$ cat config.mk
export PLATFORM = sky130hd
export DESIGN_NAME = clk_step_ctrl
export DESIGN_NICKNAME = d
export VERILOG_FILES = /design/src/rtl/clk_ctrl_pkg.sv /design/src/rtl/btn_debounce.sv /design/src/rtl/clk_step_ctrl.sv
export SDC_FILE = /design/constraint.sdc
export NUM_CORES = 1
export LEC_CHECK = 0
export BUFFER_PORTS_ARGS = -buffer_cell sky130_fd_sc_hd__buf_2
export CELL_PAD_IN_SITES_DETAIL_PLACEMENT = 1
export CELL_PAD_IN_SITES_GLOBAL_PLACEMENT = 2
export CORE_MARGIN = 1.5
export CORE_UTILIZATION = 33
export CTS_CLUSTER_SIZE = 20
export DETAILED_ROUTE_END_ITERATION = 8
export PLACE_DENSITY = 0.83
export SKIP_LAST_GASP = 1
export SLEW_MARGIN = 20
export SYNTH_ARGS = -nofsm -noshare
export SYNTH_HDL_FRONTEND = slang
export SYNTH_SLANG_ARGS = --single-unit
$ cat constraint.sdc
create_clock -name clk -period 2.5 [get_ports clk]
set_clock_uncertainty 0.15 [all_clocks]
set_input_delay 0 -clock clk [delete_from_list [all_inputs] [get_ports clk]]
set_output_delay 0 -clock clk [all_outputs]
set_load 0.02 [all_outputs]
$ cat src/rtl/clk_ctrl_pkg.sv
// Shared types for the CPU clock-control slice: FSM state encoding.
package clk_ctrl_pkg;

    typedef enum logic [1:0] {
        ST_IDLE   = 2'b00,
        ST_RUN    = 2'b01,
        ST_STEP   = 2'b10,
        ST_HALTED = 2'b11
    } state_t;

endpackage

$ cat src/rtl/btn_debounce.sv
// Push-button conditioner: 2-flop synchroniser, counter debounce and a
// one-cycle press pulse on the debounced rising edge.
module btn_debounce #(
    parameter int unsigned DB_CYCLES = 8,
    parameter int unsigned DB_W      = 4
) (
    input  logic clk,
    input  logic rst,
    input  logic btn_in,
    output logic press
);

    logic            sync1_q;
    logic            sync2_q;
    logic            btn_st_q;
    logic            btn_prev_q;
    logic            armed_q;
    logic [1:0]      live_q;
    logic [DB_W-1:0] cnt_q;

    always_ff @(posedge clk) begin
        if (rst) begin
            sync1_q    <= 1'b0;
            sync2_q    <= 1'b0;
            btn_st_q   <= 1'b0;
            btn_prev_q <= 1'b0;
            armed_q    <= 1'b0;
            live_q     <= 2'b00;
            cnt_q      <= '0;
        end else begin
            sync1_q    <= btn_in;
            sync2_q    <= sync1_q;
            btn_prev_q <= btn_st_q;
            // live_q[1] marks sync2_q as holding a real sample, not a reset value
            live_q     <= {live_q[0], 1'b1};
            // A button held through reset must be seen released before it may step
            if (live_q[1] && !sync2_q && !btn_st_q) begin
                armed_q <= 1'b1;
            end
            if (sync2_q != btn_st_q) begin
                if (cnt_q == DB_W'(DB_CYCLES - 1)) begin
                    btn_st_q <= sync2_q;
                    cnt_q    <= '0;
                end else begin
                    cnt_q <= cnt_q + DB_W'(1);
                end
            end else begin
                cnt_q <= '0;
            end
        end
    end

    assign press = btn_st_q & ~btn_prev_q & armed_q;

endmodule

$ cat src/rtl/clk_step_ctrl.sv
// CPU clock-enable controller: free-run on the divider tick, single-step on a
// debounced button press, or halted; counts issued enables.
module clk_step_ctrl
    import clk_ctrl_pkg::*;
#(
    parameter int unsigned DB_CYCLES = 8,
    parameter int unsigned DB_W      = 4
) (
    input  logic        clk,
    input  logic        rst,
    input  logic        tick_10,
    input  logic        mode,
    input  logic        step_btn,
    input  logic        halt,
    output logic        cpu_en,
    output logic [1:0]  state,
    output logic [15:0] step_cnt
);

    logic        mode_sync1_q;
    logic        mode_sync2_q;
    logic        press;
    state_t      state_q;
    state_t      state_d;
    logic        cpu_en_q;
    logic        cpu_en_d;
    logic [15:0] step_cnt_q;

    btn_debounce #(
        .DB_CYCLES(DB_CYCLES),
        .DB_W     (DB_W)
    ) u_debounce (
        .clk   (clk),
        .rst   (rst),
        .btn_in(step_btn),
        .press (press)
    );

    // Pulse decision uses the current state; a coincident mode change lands afterwards
    always_comb begin
        state_d  = state_q;
        cpu_en_d = 1'b0;
        case (state_q)
            ST_IDLE: begin
                state_d = mode_sync2_q ? ST_STEP : ST_RUN;
            end
            ST_RUN: begin
                cpu_en_d = tick_10 & ~halt;
                if (halt) begin
                    state_d = ST_HALTED;
                end else if (mode_sync2_q) begin
                    state_d = ST_STEP;
                end
            end
            ST_STEP: begin
                cpu_en_d = press & ~halt;
                if (halt) begin
                    state_d = ST_HALTED;
                end else if (!mode_sync2_q) begin
                    state_d = ST_RUN;
                end
            end
            ST_HALTED: begin
                if (!halt && press) begin
                    state_d = ST_IDLE;
                end
            end
            default: state_d = ST_IDLE;
        endcase
    end

    always_ff @(posedge clk) begin
        if (rst) begin
            mode_sync1_q <= 1'b0;
            mode_sync2_q <= 1'b0;
            state_q      <= ST_IDLE;
            cpu_en_q     <= 1'b0;
            step_cnt_q   <= 16'h0000;
        end else begin
            mode_sync1_q <= mode;
            mode_sync2_q <= mode_sync1_q;
            state_q      <= state_d;
            cpu_en_q     <= cpu_en_d;
            step_cnt_q   <= step_cnt_q + 16'(cpu_en_d);
        end
    end

    assign cpu_en   = cpu_en_q;
    assign state    = state_q;
    assign step_cnt = step_cnt_q;

endmodule

==> impl_metrics.yaml, run 1 <==
status:
  status: "finished, final reports clean"
min_path:
  worstHoldPathType: "in -> reg"
global_route:
  grt_max_degree: 29
  antenna_found_initial: 0
  grt_first_pass_wirelength_microns: 5154
  overflow: 0
  grt_pass1_vias: 1093
  track_usage_pct: 15.23
worst_setup_path:
  critical_path_buf_inv_count: 0
  cp_max_fo: 6
  path_cells: "ha_2, nand4b_1, a21oi_2, ha_2, ha_2, nand2_2, nor4_4, xnor2_1, nor2_1"
  path_delay_family: "adder cells"
  crit_start: "state[1]"
  critPathLaunchType: "flip-flop"
  critPathArrivalTime_ns: 2.35
  max_stage_delay_ns: 0.42
  rr_endpoint: "step_cnt[12]"
  crit_type: "reg -> reg"
  crit_path_end_kind: "flip-flop"
  worstPathRequired_ns: 2.50
  r2r_cells: 9
  rrSetupSlack_ns: 0.15
  crit_top_cell: "ha_2"
  r2r-start: "state[1]"
  cpMaxStageDelayCell: "dfxtp_1"
  cp-endpoint: "step_cnt[12]"
  path_depth: 9
synthesis:
  synth_edf_count: 0
  ys_types: 30
  synth.area.top_cells: "dfxtp_1 (46%), ha_1 (6.3%), xnor2_1 (5.7%)"
  synth_warnings: 0
  ys_async_sr_fraction_pct: 0
  synth_top_area_share_pct: 46.42
  synthFlopType: "dfxtp_1"
  yosysSeqAreaShare_pct: 46.42
  synthTopCellsByCount: "dfxtp_1 (32), nor2_1 (17), nand2_1 (13), nor2b_1 (9), xnor2_1 (9)"
  synth_area_leader_cell: "dfxtp_1"
  synthesis.nets: 159
  netlist_area_sq_um: 1380
  syn_avg_cell_area_sq_um: 9.453
  synth_seq_cells: 32
  synth_cells: 146
  synth_most_common_cell: "dfxtp_1"
final_layout:
  area_growth_syn_to_layout_pct: 22.94
  antenna_cells: 0
  final_util_pct: 42.41
  nFillCells: 466
  fin_nets: 189
  stdcell_count: 227
  drive_above_1_share_pct: 25.99
clock_network:
  postCtsSetupBuffers: 0
  cts_tree: "done"
  cts_buffer_depth: 2
  clkLatencyLatePin_ns: 0.28
  cts-root-buf: "clkbuf_8"
  cts_buffers: 5
  clk_pin_slew_ns: 0.07
  clock-sinks: 32
  htreeDepth: 2
placed_design:
  dp.cells: 217
  place.gp.congestion: 0.8231
  port_buffers: 24
  hpwl_microns: 2247
floorplan:
  io_pins: 25
  rows: 23
  die_area_sq_um: 4579
  die_h_microns: 67.67
  die_width_microns: 67.67
  fp.coreArea_sq_um: 4000
  initial_core_util_pct: 34.50
timing:
  final-setup-viol-count: 0
  fin_crit_sh_pct: 93.91
  finalSetupTns_ns: 0
  hold_viol: 0
  final.min_clock_period_ns: 2.348
  fmax_mhz: 426.0
  slew_headroom_pct: 66.60
  hold_slack_ns: 0.01700
  drv_slew: 0
  tightest_slew_ns: 0.5010
routing:
  dr.pass1.iters: 4
  drt-total-wl_microns: 3054
  vias: 1121
  wl_met1_microns: 1367
  top_layer: "met4"
  ant_nets: 0
  wl_per_cell_microns: 13.45
  met3_length_microns: 114
  wl_met2_microns: 1522
  drtIter0Drc: 31
  post_drt_via_cell_ratio: 4.938
  drc: 0
power_and_ir_drop:
  p_leak_nw: 0.7127
  power_density_nw_per_um2: 724.2
  ir_drop_mv: 0.2701
run:
  cap_violations: 0
kinds of logic (layout without fill, tap and decap cells):
group | after synthesis | in the layout | synth area share (%)
flip-flops | 32 | 32 | 46.42
XOR/XNOR | 12 | 12 | 7.616
AO/OA/AOI/OAI | 15 | 15 | 5.983
buffers and inverters | 9 | 40 | 2.992
AND/OR/NAND/NOR | 66 | 66 | 26.66
multiplexers | 5 | 5 | 3.989
adder cells (fa/ha/maj) | 7 | 7 | 6.346
how the worst min path moves through the flow:
stage	startpoint	to	slack [ns]	depth (start not counted)
floorplan	mode	mode_sync1_q	-0.02	1
global placement	mode	mode_sync1_q	0.06	2
detailed placement	mode	mode_sync1_q	0.07	2
CTS	tick_10	cpu_en	0.02	4
global route	tick_10	cpu_en	0.03	4
finish	rst	step_cnt[10]	0.02	2
cell type report:
cell class	count	area, sq um	share of cell area (%)
sequential	32	641.9	37.83
multi-input combinational	105	733.2	43.22
clock buffer	6	82.58	4.867
clock inverter	2	10.01	0.5900
tap	50	62.56	3.687
inverter	5	18.77	1.106
timing repair buffer	27	147.6	8.702
flip-flops by register name, summed over array words and instances (netlist names):
register               flops
u_debounce.live_q          2
u_debounce.sync2_q         1
mode_sync1_q               1
step_cnt                  16
u_debounce.sync1_q         1
u_debounce.btn_prev_q      1
cpu_en                     1
u_debounce.btn_st_q        1
state                      2
u_debounce.armed_q         1
mode_sync2_q               1
u_debounce.cnt_q           4
power by group:
part	total (W)	switching (W)	internal, W
registers	0.000573	0.0000315	0.000542
clock network	0.000414	0.000194	0.000220
logic	0.000242	0.000141	0.000101
per-layer routing:
layer / track usage (%) / up-vias
met5: 0 / -
met4: 6.122 / 0
met3: 5.333 / 5
met2: 26.47 / 18
met1: 16.80 / 545
li1: - / 553
cells in the final DEF (no fill, tap or decap), types with 2 or more instances in the layout:
| master | netlist | layout |
|---|---|---|
| a211oi_1 | 2 | 2 |
| a21oi_1 | 7 | 6 |
| buf_2 | 0 | 24 |
| clkbuf_8 | 0 | 6 |
| clkinv_2 | 0 | 2 |
| dfxtp_1 | 32 | 31 |
| dlygate4sd3_1 | 0 | 2 |
| ha_1 | 7 | 4 |
| ha_2 | 0 | 3 |
| inv_1 | 5 | 5 |
| mux2i_1 | 4 | 4 |
| nand2_1 | 13 | 12 |
| nand2b_1 | 2 | 2 |
| nand3_1 | 5 | 5 |
| nand3_2 | 2 | 2 |
| nand4_1 | 2 | 2 |
| nor2_1 | 17 | 17 |
| nor2b_1 | 9 | 9 |
| nor3_1 | 4 | 4 |
| nor4_4 | 1 | 2 |
| o21ai_0 | 5 | 5 |
| or3_1 | 3 | 3 |
| xnor2_1 | 9 | 9 |
| xor2_1 | 3 | 3 |
metrics by stage:
| step | area [sq um] | power [W] | setup WS (ns) |
|---|---|---|---|
| finish | 1697 | 0.001229 | 0.1524 |
| detailed placement | 1548 | 0.0008192 | -0.03773 |
| global route | 1697 | 0.001312 | -0.01069 |
| global placement | 1548 | 0.0008020 | 0.1785 |
| floorplan | 1380 | 0.0007455 | 0.1381 |
| CTS | 1673 | 0.001239 | -0.01950 |
repair_timing:
item,4_1_cts,5_1_grt
pin swaps,0,2
gates resized for setup,2,7
setup endpoints to repair,2,8
cloned,0,0
endpoints found under the hold margin,2,0
hold buffers,2,0
Note: power is estimated with default switching activity, not from simulation.
==> run 2: changes to the inputs <==
- ABC_AREA: unset -> 1
- CORE_UTILIZATION: 33 -> 28
- CTS_CLUSTER_SIZE: 20 -> 14
- PLACE_DENSITY: 0.83 -> 0.8
- clock period: 2.5 -> 2.1 ns (I/O delays scaled with it)
==> impl_metrics.yaml, run 2 <==
timing:
  final-setup-viol-count: 0
  finalSetupTns_ns: 0
  finalWorstSetupSlack_ns: 0.1046
  tightest_slew_ns: 0.4164
  rsz0062_at_grt: "yes"
  slew_headroom_pct: 72.24
  hold_viol: 0
  fin_crit_sh_pct: 95.02
  fmax_mhz: 501.1
  final.min_clock_period_ns: 1.995
  drv_slew: 0
  hold_slack_ns: 0.003340
clock_network:
  cts_buffers: 5
  htreeDepth: 2
  clk_pin_slew_ns: 0.07
  clkLatencyLatePin_ns: 0.29
  cts_buffer_depth: 2
  clock-sinks: 32
  cts-root-buf: "clkbuf_8"
  cts_tree: "done"
placed_design:
  port_buffers: 24
  hpwl_microns: 2580
  place.gp.congestion: 0.7222
  preCtsSetupSlack_ns: -0.03171
  dp.cells: 299
global_route:
  antenna_found_initial: 0
  overflow: 0
  track_usage_pct: 13.47
  grt_max_degree: 21
  grt_pass1_vias: 1358
  grt_first_pass_wirelength_microns: 6189
routing:
  drc: 0
  post_drt_via_cell_ratio: 4.232
  wl_per_cell_microns: 11.23
  drtIter0Drc: 16
  ant_nets: 0
  dr.pass1.iters: 3
  vias: 1329
  drt-total-wl_microns: 3526
worst_setup_path:
  crit_path_end_kind: "flip-flop"
  critPathLaunchType: "flip-flop"
  cp_max_fo: 6
  cpMaxStageDelayCell: "dfxtp_4"
  critical_path_buf_inv_count: 4
  max_stage_delay_ns: 0.35
  critPathArrivalTime_ns: 2.07
  path_delay_family: "simple AND/OR/NAND/NOR gates"
  path_cells: "inv_2, ha_4, or2_2, nand4_1, inv_1, ha_4, buf_4, nand3_4, buf_4, o21ai_0, a21oi_1"
  worstPathRequired_ns: 2.17
  crit_type: "reg -> reg"
synthesis:
  synth_seq_cells: 32
  yosysSeqAreaShare_pct: 42.81
  synth_edf_count: 0
  syn_avg_cell_area_sq_um: 7.335
  synthesis.nets: 217
  synth_area_leader_cell: "dfxtp_1"
  synthTopCellsByCount: "nand2_1 (37), nor2_1 (35), inv_1 (33), dfxtp_1 (32)"
  synth.area.top_cells: "dfxtp_1 (43%), nand2_1 (9.3%), nor2_1 (8.8%)"
  synthFlopType: "dfxtp_1"
  synth_warnings: 0
  synth_top_area_share_pct: 42.81
  netlist_area_sq_um: 1496
  ys_async_sr_fraction_pct: 0
  synth_cells: 204
  synth_most_common_cell: "nand2_1"
  ys_types: 29
floorplan:
  rows: 26
  initial_core_util_pct: 29.11
  die_width_microns: 76.11
  io_pins: 25
  fp.coreArea_sq_um: 5140
  die_h_microns: 76.11
  die_area_sq_um: 5792
power_and_ir_drop:
  finalPower_w: 0.001642
  ir_drop_mv: 0.4009
  power_density_nw_per_um2: 837.0
  p_leak_nw: 0.8918
status:
  status: "finished, final reports clean"
final_layout:
  drive_above_1_share_pct: 24.59
  area_growth_syn_to_layout_pct: 31.10
  fin_nets: 256
  antenna_cells: 0
  final_cell_mix: "nand2_1 (36), nor2_1 (35), inv_1 (32)"
  largest_reg_flops: 16
  nFillCells: 673
  stdcell_count: 314
  layout_commonest_cell: "nand2_1"
run:
  cap_violations: 0
min_path:
  worstHoldPathType: "in -> reg"
run 2: cell types whose count changed after synthesis, sizes merged, moves of 6 or more:
| cell | previous run | this run |
|---|---|---|
| inv | 5 | 36 |
| nand2 | 13 | 41 |
| nand3 | 7 | 13 |
| nor2 | 17 | 39 |
| nor2b | 9 | 0 |
| xnor2 | 9 | 1 |
run 2: per-layer routing:
layer / part of all wire [%] / wire length [microns] / track usage [%]
met1: 51 / 1784 / 18.37
met2: 44 / 1551 / 20.09
met3: 4.2 / 148 / 4.311
met4: 1.2 / 41 / 4.444
met5: 0 / 0 / 0
run 2: through the flow:
stage	area (sq um)	util (%)
3_3_place_gp	1722	33.50
2_1_floorplan	1501	-
4_1_cts	1897	36.90
5_1_grt	1962	38.17
3_5_place_dp	1722	33.50
6_report	1962	38.17
run 2: worst register-to-register path, stage by stage, from the launching register on:
cell and delay (ns):
dfxtp_4 0.35, inv_2 0.05, ha_4 0.16, or2_2 0.27, nand4_1 0.11, inv_1 0.07, ha_4 0.17, buf_4 0.14
nand3_4 0.14, buf_4 0.14, o21ai_0 0.06, a21oi_1 0.12
run 2: path summary, 6_finish.rpt:
kind | end | slack [ns] | cells after the start | start
max | step_cnt[3] | 0.10 | 11 | state[0]
min | cpu_en | 0.003 | 4 | tick_10
max reg2reg | step_cnt[3] | 0.10 | 11 | state[0]
min reg2reg | u_debounce.live_q[1] | 0.25 | 2 | u_debounce.live_q[0]
run 2: kinds of logic (layout without fill, tap and decap cells):
group	after synthesis	count (layout)	synth area share (%)
buffers and inverters	39	79	10.28
adder cells (fa/ha/maj)	7	7	5.853
AND/OR/NAND/NOR	104	104	32.36
AO/OA/AOI/OAI	20	20	7.525
flip-flops	32	32	42.81
XOR/XNOR	2	2	1.171
run 2: power breakdown:
group          leakage [nW]  switching [W]  internal (W)
Sequential            0.261      0.0000315      0.000654
Combinational         0.572       0.000201      0.000150
Clock                0.0585       0.000255      0.000352
Total                 0.892       0.000487       0.00116
run 2: layout make-up:
cell class | count | area [sq um] | area share [%]
clock buffers | 5 | 68.82 | 3.508
clock inverters | 3 | 41.29 | 2.105
inverters | 37 | 143.9 | 7.334
multi-input cells | 133 | 762.0 | 38.84
flip-flops and latches | 32 | 648.1 | 33.04
well taps | 70 | 87.58 | 4.464
repair buffers | 34 | 210.2 | 10.71
run 2: timing repair:
item	in CTS	in global routing
hold buffers	6	0
setup endpoints to repair	8	13
resized for setup	2	11
cloned	0	0
pin swaps	1	3
buffers inserted	0	1
hold endpoints to repair	15	0
==> run 3: changes to the inputs <==
- CAP_MARGIN: unset -> 5
- CORE_UTILIZATION: 28 -> 31
- PLACE_DENSITY: 0.8 -> 0.84
- clock period: 2.1 -> 2.25 ns (I/O delays scaled with it)
==> impl_metrics.yaml, run 3 (same netlist as run 2, synthesis figures left out) <==
status:
  status: "finished, final reports clean"
worst_setup_path:
  rr_endpoint: "step_cnt[12]"
  r2r_cells: 12
  cp_max_fo: 4
  crit_path_end_kind: "flip-flop"
  r2r-start: "state[0]"
  rrSetupSlack_ns: 0.18
  critPathArrivalTime_ns: 2.14
  crit_type: "reg -> reg"
  worstPathRequired_ns: 2.32
  critPathLaunchType: "flip-flop"
  cpMaxStageDelayCell: "dfxtp_2"
  max_stage_delay_ns: 0.33
  path_cells: "inv_1, ha_2, or2_2, nand4_1, inv_1, ha_2, ha_1, nand2_2, nor2_2, nand3_1, nand2_1, a21oi_1"
floorplan:
  die_h_microns: 72.48
  io_pins: 25
  die_width_microns: 72.48
  initial_core_util_pct: 31.89
  fp.coreArea_sq_um: 4692
  die_area_sq_um: 5253
  rows: 25
clock_network:
  clock-sinks: 32
  cts_tree: "done"
  cts-root-buf: "clkbuf_8"
  clk_pin_slew_ns: 0.07
  cts_buffer_depth: 2
  cts_buffers: 5
  clkLatencyLatePin_ns: 0.29
  htreeDepth: 2
  postCtsSetupBuffers: 0
global_route:
  grt_pass1_vias: 1224
  grt_max_degree: 21
  antenna_found_initial: 0
  overflow: 0
  grt_first_pass_wirelength_microns: 5664
  track_usage_pct: 14.18
final_layout:
  stdcell_count: 295
  fin_nets: 253
  drive_above_1_share_pct: 21.99
  final_cell_mix: "nand2_1 (37), nor2_1 (35), inv_1 (33)"
  seq_area_sq_um: 643.1
  layout_commonest_cell: "nand2_1"
  nFillCells: 615
  largest_reg_flops: 16
  antenna_cells: 0
  area_growth_syn_to_layout_pct: 23.08
  multi_input_area_sq_um: 706.9
power_and_ir_drop:
  power_density_nw_per_um2: 755.2
  finalPower_w: 0.001391
  p_leak_nw: 0.8224
  ir_drop_mv: 0.3073
run:
  cap_violations: 0
timing:
  finalSetupTns_ns: 0
  tightest_slew_ns: 0.4211
  drv_slew: 0
  fmax_mhz: 484.0
  final.min_clock_period_ns: 2.066
  finalWorstSetupSlack_ns: 0.1839
  fin_crit_sh_pct: 91.83
  hold_viol: 0
  hold_slack_ns: 0.1858
  final-setup-viol-count: 0
  slew_headroom_pct: 71.92
  rsz0062_at_grt: "no"
min_path:
  worstHoldPathType: "in -> reg"
  hold_path_depth: 7
  holdPathEnd: "step_cnt[0]"
  worstHoldStart: "tick_10"
placed_design:
  hpwl_microns: 2579
  dp.cells: 281
  port_buffers: 24
  preCtsSetupSlack_ns: 0.07861
  place.gp.congestion: 0.7124
routing:
  dr.pass1.iters: 4
  drtIter0Drc: 18
  drt-total-wl_microns: 3458
  post_drt_via_cell_ratio: 4.478
  vias: 1321
  drc: 0
  wl_per_cell_microns: 11.72
  ant_nets: 0
## run 3: how the worst max path moves through the flow
| stage | startpoint | end | slack (ns) | cells after the start |
|---|---|---|---|---|
| floorplan | state[0] | step_cnt[8] | 0.11 | 13 |
| global route | state[0] | step_cnt[8] | 0.04 | 13 |
| finish | state[0] | step_cnt[12] | 0.18 | 12 |
| CTS | state[1] | step_cnt[10] | 0.08 | 11 |
| global placement | state[0] | step_cnt[6] | 0.14 | 11 |
| detailed placement | state[1] | step_cnt[10] | 0.08 | 11 |
## run 3: routing by layer
| metal | routed length (microns) | vias up | track usage (%) |
|---|---|---|---|
| met5 | 0 | - | 0 |
| met4 | 44 | 0 | 5.660 |
| met3 | 104 | 5 | 3.750 |
| met2 | 1545 | 17 | 21.81 |
| met1 | 1762 | 595 | 18.93 |
| li1 | - | 704 | - |
## run 3: report_power, final
group          internal [W]  switching [W]  leakage, nW  total (W)
registers          0.000604      0.0000251        0.261   0.000629
logic              0.000127       0.000177        0.521   0.000304
clock network      0.000219       0.000239       0.0404   0.000458
total              0.000949       0.000441        0.822    0.00139
## run 3: layout make-up
cell class                 instances  share of cell area, %
tap                               54                  3.668
inverter                          37                  7.812
timing repair buffer              31                  10.19
multi-input combinational        133                  38.38
clock buffer                       5                  3.736
clock inverter                     3                  1.291
sequential                        32                  34.92
## run 3: through the flow
stage	instance area, sq um	util, %
after floorplan	1498	-
after global placement	1683	35.87
after detailed placement	1683	35.87
after CTS	1836	39.12
after global routing	1842	39.25
final	1842	39.25
## run 3: timing repair
action	CTS	global route
hold endpoints to repair	13	0
gates resized for setup	0	3
hold buffers	6	0
setup endpoints to repair	0	7
## run 3: critical path: cells and delay by family, from the launching register on
family | cells | cell delay, ns
AO/OA/AOI/OAI | 1 | 0.12
flip-flops | 1 | 0.33
buffers and inverters | 2 | 0.10
adder cells (fa/ha/maj) | 3 | 0.59
AND/OR/NAND/NOR | 6 | 0.69
